<file path="config.mk">
export PLATFORM = sky130hd
export DESIGN_NAME = fifo_slice_reader
export DESIGN_NICKNAME = d
export VERILOG_FILES = /design/src/rtl/fifo_slice_reader.sv
export SDC_FILE = /design/constraint.sdc
export NUM_CORES = 1
export LEC_CHECK = 0
export BUFFER_PORTS_ARGS = -buffer_cell sky130_fd_sc_hd__buf_2
export CORE_MARGIN = 2
export CORE_UTILIZATION = 33
export CTS_BUF_LIST = sky130_fd_sc_hd__clkbuf_16
export DETAILED_ROUTE_END_ITERATION = 8
export GPL_TIMING_DRIVEN = 0
export PLACE_DENSITY = 0.64
export SLEW_MARGIN = 10
export SYNTH_ARGS = -nofsm -noshare
export SYNTH_HDL_FRONTEND = slang
export SYNTH_SLANG_ARGS = --single-unit
export TNS_END_PERCENT = 5
</file>
<file path="constraint.sdc">
create_clock -name clk -period 2.9 [get_ports clk]
set_clock_uncertainty 0.2 [all_clocks]
set_input_delay 0.58 -clock clk [delete_from_list [all_inputs] [get_ports clk]]
set_output_delay 0.58 -clock clk [all_outputs]
set_load 0.02 [all_outputs]
</file>
<file path="src/rtl/fifo_slice_reader.sv">
// fifo_slice_reader
//
// Pop-side consumer for the overflow FIFO. Pops one DW-wide entry into a
// private holding register, then streams it as DW/OW narrow beats on a
// valid/ready output. The FIFO is free to overwrite its head as soon as the
// pop is taken, because the beats are always served from the holding copy.
//
// Build option:
//   FIFO_SLICE_READER_MSB_FIRST_EN  defined   -> beats issued MSB-first
//                                   undefined -> beats issued LSB-first
//   Handshake and timing are identical in both builds.
//
// Ports:
//   clk         clock
//   rst         asynchronous, active-high reset
//   flush       synchronous abort of the entry in progress (highest priority)
//   fifo_data   FIFO head entry [DW]
//   fifo_valid  FIFO non-empty
//   fifo_pop    pop request to the FIFO (combinational)
//   out_data    current beat [OW]
//   out_valid   beat valid
//   out_last    final beat of the current entry
//   out_ready   sink accepts the beat
//   busy        holding register occupied
//
// State | meaning
// ------+------------------------------------------------
// EMPTY | no entry held, pop as soon as the FIFO has one
// FULL  | entry held in hold_q, beat idx_q on the output

module fifo_slice_reader #(
    parameter int DW = 64,
    parameter int OW = 16
) (
    input  logic          clk,
    input  logic          rst,
    input  logic          flush,
    input  logic [DW-1:0] fifo_data,
    input  logic          fifo_valid,
    output logic          fifo_pop,
    output logic [OW-1:0] out_data,
    output logic          out_valid,
    output logic          out_last,
    input  logic          out_ready,
    output logic          busy
);

    localparam int RATIO = DW / OW;
    localparam int IW    = (RATIO > 2) ? $clog2(RATIO) : 1;
    localparam logic [IW-1:0] LAST_IDX = IW'(RATIO - 1);

    localparam logic [0:0] ST_EMPTY = 1'b0;
    localparam logic [0:0] ST_FULL  = 1'b1;

    generate
        if (RATIO < 2 || (DW % OW) != 0) begin : g_bad_params
            $fatal(1, "fifo_slice_reader: DW must be a multiple of OW with DW/OW >= 2");
        end
    endgenerate

    logic [0:0]    state_q, state_d;
    logic [IW-1:0] idx_q, idx_d;
    logic [DW-1:0] hold_q, hold_d;
    logic [IW-1:0] slice_sel;
    logic          acc;
    logic          at_last;

    assign busy      = (state_q == ST_FULL);
    assign out_valid = busy & ~flush;
    assign at_last   = (idx_q == LAST_IDX);
    assign out_last  = out_valid & at_last;
    assign acc       = out_valid & out_ready;

    // A pop on the last accepted beat reloads in the same cycle, so
    // consecutive entries stream without a bubble.
    assign fifo_pop  = fifo_valid & ~flush & ((state_q == ST_EMPTY) | (acc & at_last));

`ifdef FIFO_SLICE_READER_MSB_FIRST_EN
    assign slice_sel = LAST_IDX - idx_q;
`else
    assign slice_sel = idx_q;
`endif

    assign out_data = hold_q[int'(slice_sel) * OW +: OW];

    always_comb begin
        state_d = state_q;
        idx_d   = idx_q;
        hold_d  = hold_q;
        if (flush) begin
            // hold_q is deliberately left alone; only the sequencing resets.
            state_d = ST_EMPTY;
            idx_d   = '0;
        end else if (fifo_pop) begin
            hold_d  = fifo_data;
            idx_d   = '0;
            state_d = ST_FULL;
        end else if (acc) begin
            if (at_last) begin
                state_d = ST_EMPTY;
                idx_d   = '0;
            end else begin
                idx_d = idx_q + IW'(1);
            end
        end
    end

    always_ff @(posedge clk or posedge rst) begin
        if (rst) begin
            state_q <= ST_EMPTY;
            idx_q   <= '0;
            hold_q  <= '0;
        end else begin
            state_q <= state_d;
            idx_q   <= idx_d;
            hold_q  <= hold_d;
        end
    end

`ifndef SYNTHESIS
    a_pop_needs_valid : assert property (@(posedge clk) disable iff (rst)
        fifo_pop |-> fifo_valid);
    a_stall_stable : assert property (@(posedge clk) disable iff (rst)
        out_valid & ~out_ready & ~flush |=> out_valid & $stable(out_data));
    a_last_needs_valid : assert property (@(posedge clk) disable iff (rst)
        out_last |-> out_valid);
`endif

endmodule

</file>
Word-level counts from Yosys, hierarchy flattened
Cells that the tools add are included.

Shifts and indexed selects: 1. Mux-type cells: 8. Reductions and logical operators: 4. Bitwise operators: 9. Equal/unequal tests: 1. Add/sub/neg operators: 1.

Operators by type and width (count): 64-bit by 7-bit variable part select with 16-bit output (1); 2-bit 2-to-1 mux (4); 1-bit AND (6); 3-bit nonzero test (2); 1-bit 2-to-1 mux (4); 2-bit AND reduction (2); 2-bit by 1-bit adder with 2-bit output (second input constant) (1); 2-bit == test (second input constant) (1); 1-bit inverter (2); 1-bit bitwise OR (1).

Output and inout bits: 20. Bits in registers: 67. Bits of input ports: 69. Word-level logic and storage cells: 27.

Depth between registers and ports, before layout
Word-level depth: 8. Depth in mapped cells: 6. Depth with buffers taken out: 4.

Worst setup path after synthesis
OpenSTA, ideal clock, no wires.

Path kind: reg2out. Start point: register idx_q[0]. End point: output port out_data[10]. Data required time: 2.120 ns. Setup slack: 0.741 ns. Arrival time: 1.379 ns. Cell stages (with the launch flop): 4. Buffers on the path: 2. Path through: dfrtp_1 > buf_2 > buf_4 > mux4_2.

Word-level cells in the longest chain between the ends: 1.

RTL lines: from (decl) (RTL line 62) `logic [IW-1:0] idx_q, idx_d;`; from (signal assigned) (RTL line 115) `idx_q <= idx_d;`; 64-bit by 7-bit variable part select with 16-bit output (RTL line 84) `assign out_data = hold_q[int'(slice_sel) * OW +: OW];`; to (decl) (RTL line 41) `output logic [OW-1:0] out_data,`.

Every way passes these cells.

Final worst setup path
Start point: register idx_q[0]. End point: output port out_data[14].

Same word-level chain as after synthesis.

==> reports/results.txt <==
The flow ran to the end, and the final reports show no timing, DRC or antenna violations. For the final routed database, the setup TNS stands at 0 ns. The post-route DRC violation count was 0. For this design the static power due to leakage is 1.87 nW. The final count of hold timing violations is 0.

The highest-utilization routing layer at the global route stage is met2. Across all layers, the routed design uses 1827 vias. Portion of the clock cycle consumed by the worst path in the final layout: 0.938. The layout cell share with drive strength beyond 1 came out at 0.698. The tools report the critical path arrival as 1.94 ns. The logs give 0.200 for the met1 demand-to-capacity share in global routing and 0 for the remaining global-route overflow. Summed over all nets, the half-perimeter wirelength after detailed placement is 4910 um. After synthesis the cells add up to 3120 sq um. The run gives 0 as the number of antenna violations at the first check in global routing. The worst setup path is of the reg -> out kind. The slew at the pin closest to its max-slew limit was 0.429 ns; the peak per-stage delay on the critical path was 0.53 ns. For this design the ratio of total power to cell area is 679 nW/um^2. The post-route cell area was 3980 sq um. The area growth from synthesis to layout is 27.5%, and the utilization after layout is 0.433. For the area of combinational cells with multiple inputs, the log shows 1340 sq um. Number of I/O port buffers: 88. In this run the cell area measured after placement is 3720 sq um.

The number of buffers created by CTS is 9. The run gives 0 as the max-cap violation count. The global-route track usage on met2 is 0.231. Traced cell by cell, the critical path runs through clkbuf_4 > buf_4 > mux4_2 > buf_2.

Depth of the CTS H-tree: 3. In the layout the commonest cells are 92 x sky130_fd_sc_hd__buf_2, 67 x sky130_fd_sc_hd__dfrtp_1, 40 x sky130_fd_sc_hd__mux2_4. The logs give 0.0386 for the met3 usage in global routing and 22 for the count of cell types in the netlist. TritonCTS built the clock tree. In this run the clock root is driven by a sky130_fd_sc_hd__clkbuf_16. Count of mapped cells out of synthesis: 173. The starting utilization of the core area is 0.339, and the post-layout minimum cycle time is 2.72 ns. The number of nets with antenna violations after detailed routing came out at 0. The logs give 0.714 for the worst slew margin relative to its limit and 368 MHz for the highest attainable clock frequency. The part of the Yosys area used for sequential elements was 0.538.

The sequential cell area was 1680 sq um. Width of the die: 101 um. Maximum number of buffers from clock root to sink: 2. For the total length of routed wires, the log shows 6930 um.

On the critical path, the stage with the largest delay is an instance of sky130_fd_sc_hd__mux4_2. The worst hold slack was 0.0632 ns. Setup violations remaining at the end of the flow were counted as 0. Number of global-route vias before repair: 1993.

For the number of nets in the layout, the log shows 343. The repair_antennas step left the layout with diodes totalling 0. Dividing the detail-routed wire length by the instance count gives 17.8 um. The logs give 67 for the number of clock sinks and 36 for the pin count of the biggest net entering global routing.

The number of I/O pins came out at 89. The min-delay analysis places its worst path in the category in -> async. The via-per-instance ratio was 4.70.

STA classifies the critical path startpoint as a register. The die area was 10200 sq um; the number of detailed-routing iterations run before antenna repair was 4. The filler cells instantiated in the layout total 854. The number of flip-flops and latches in the synthesized netlist came out at 67. The routability-driven placement congestion ratio is 0.692. Setup repair after global routing left no endpoint under its margin. Row generation in the floorplan step produced 35 rows. The buffer and inverter count on the worst path works out to 3. For the clock latency on the worst-skew pair, the log shows 0.32 ns.

In this run the critical register-to-register path is launched from idx_q[0]. In this run the mean area of a mapped cell was 18.0 sq um. The launch point of the critical path is idx_q[0]. Kind of end point of the critical path: an output port. The first global-routing pass estimated 11100 um of wire. In this run, the number of DRC markers left after iteration 0 of detailed routing was 34. From bottom edge to top edge, the die measures 101 um. The total count of max-transition violations in the final report is 0. The largest delay contributor family on the critical path was buffers and inverters. The net count of the mapped netlist was 243; the data required time at the worst endpoint was 2.12 ns. The total area inside the core boundary comes to 9200 sq um.

Worst-case vdd ir drop: 0.000209 V. The clock input transition at the sequential cells of the worst setup and hold paths is 0.05 ns. The library cell used most frequently in the layout, excluding fill and tap cells, is sky130_fd_sc_hd__buf_2. In this run the worst path has a maximum fanout of 10. The Yosys step of the flow raised 0 warnings.

The run gives 0.149 as the overall track demand over capacity in global routing.
==> metal layers <==
layer,up-vias,routed length (um)
li1,846,-
met1,916,3150
met2,57,3340
met3,8,356
met4,0,78
met5,-,0
==> registers in the layout (all words and copies together), names as in the netlist <==
register and count:
busy 1, hold_q 64, idx_q 2
==> where the power goes <==
part	leakage (nW)	switching (mW)	internal, mW
Combinational	0.941	0.219	0.351
Clock	0.138	0.372	0.559
Sequential	0.793	0.0900	1.11
==> worst register-to-register path, stage by stage (launching register included) <==
cell and delay, ns:
sky130_fd_sc_hd__dfrtp_1 0.35, sky130_fd_sc_hd__ha_1 0.19, sky130_fd_sc_hd__a21boi_2 0.08, sky130_fd_sc_hd__nor3b_4 0.23
sky130_fd_sc_hd__buf_6 0.22, sky130_fd_sc_hd__buf_8 0.20, sky130_fd_sc_hd__mux2_4 0.32
==> cell families (layout without fill, tap and decap cells) <==
logic type	Yosys count	after routing	synth area share
muxes	81	81	0.398
DFF	67	67	0.538
buffers and inverters	12	117	0.0345
and+or+nand+nor	10	10	0.0209
AOI/OAI and AO/OA	2	2	0.00521
adders and majority gates	1	1	0.00401
==> repair_timing <==
| action | CTS | global route |
|---|---|---|
| resized for setup | 0 | 1 |
| endpoints found under the setup margin | 0 | 4 |
| hold buffers | 0 | 0 |
| setup buffers | 0 | 0 |
==> cell type report <==
class | count | area share
Sequential cell | 67 | 0.422
Multi-Input combinational cell | 94 | 0.336
Timing Repair Buffer | 89 | 0.116
Clock buffer | 9 | 0.0566
Tap cell | 111 | 0.0349
Buffer | 11 | 0.0267
Clock inverter | 7 | 0.00723
Inverter | 1 | 0.00157
==> cells in the mapped netlist (all sizes together) <==
cell     n  area (sq um)
dfrtp   67          1680
mux2    64           871
mux4    16           360
buf     11           104
nor2     2          7.51
a21boi   1          11.3
a21oi    1          5.00
and2     1          6.26
ha       1          12.5
inv      1          3.75
mux2i    1          10.0
nand2    1          3.75
nand2b   1          6.26
nand3    1          5.00
nor2b    1          6.26
nor3     1          5.00
nor3b    1          18.8
or3      1          6.26
==> stage by stage <==
step	setup slack, ns	total power [mW]	instances
after CTS	0.0226	2.74	389
after detailed placement	0.374	1.80	373
after floorplan	0.437	1.62	173
after global placement	-0.496	1.77	372
after global routing	0.0488	2.85	389
final	0.180	2.70	389
==> path summary, 6_finish.rpt <==
path | end | slack, ns | cells after the start
setup / recovery | out_data[14] | 0.18 | 4
hold / removal | hold_q[19] | 0.06 | 2
setup reg to reg | hold_q[40] | 0.99 | 6
hold reg to reg | hold_q[57] | 0.30 | 1
max in group asynchronous | hold_q[10] | 1.90 | 3
min in group clk | hold_q[49] | 0.28 | 2
(Power assumes the default switching activity.)
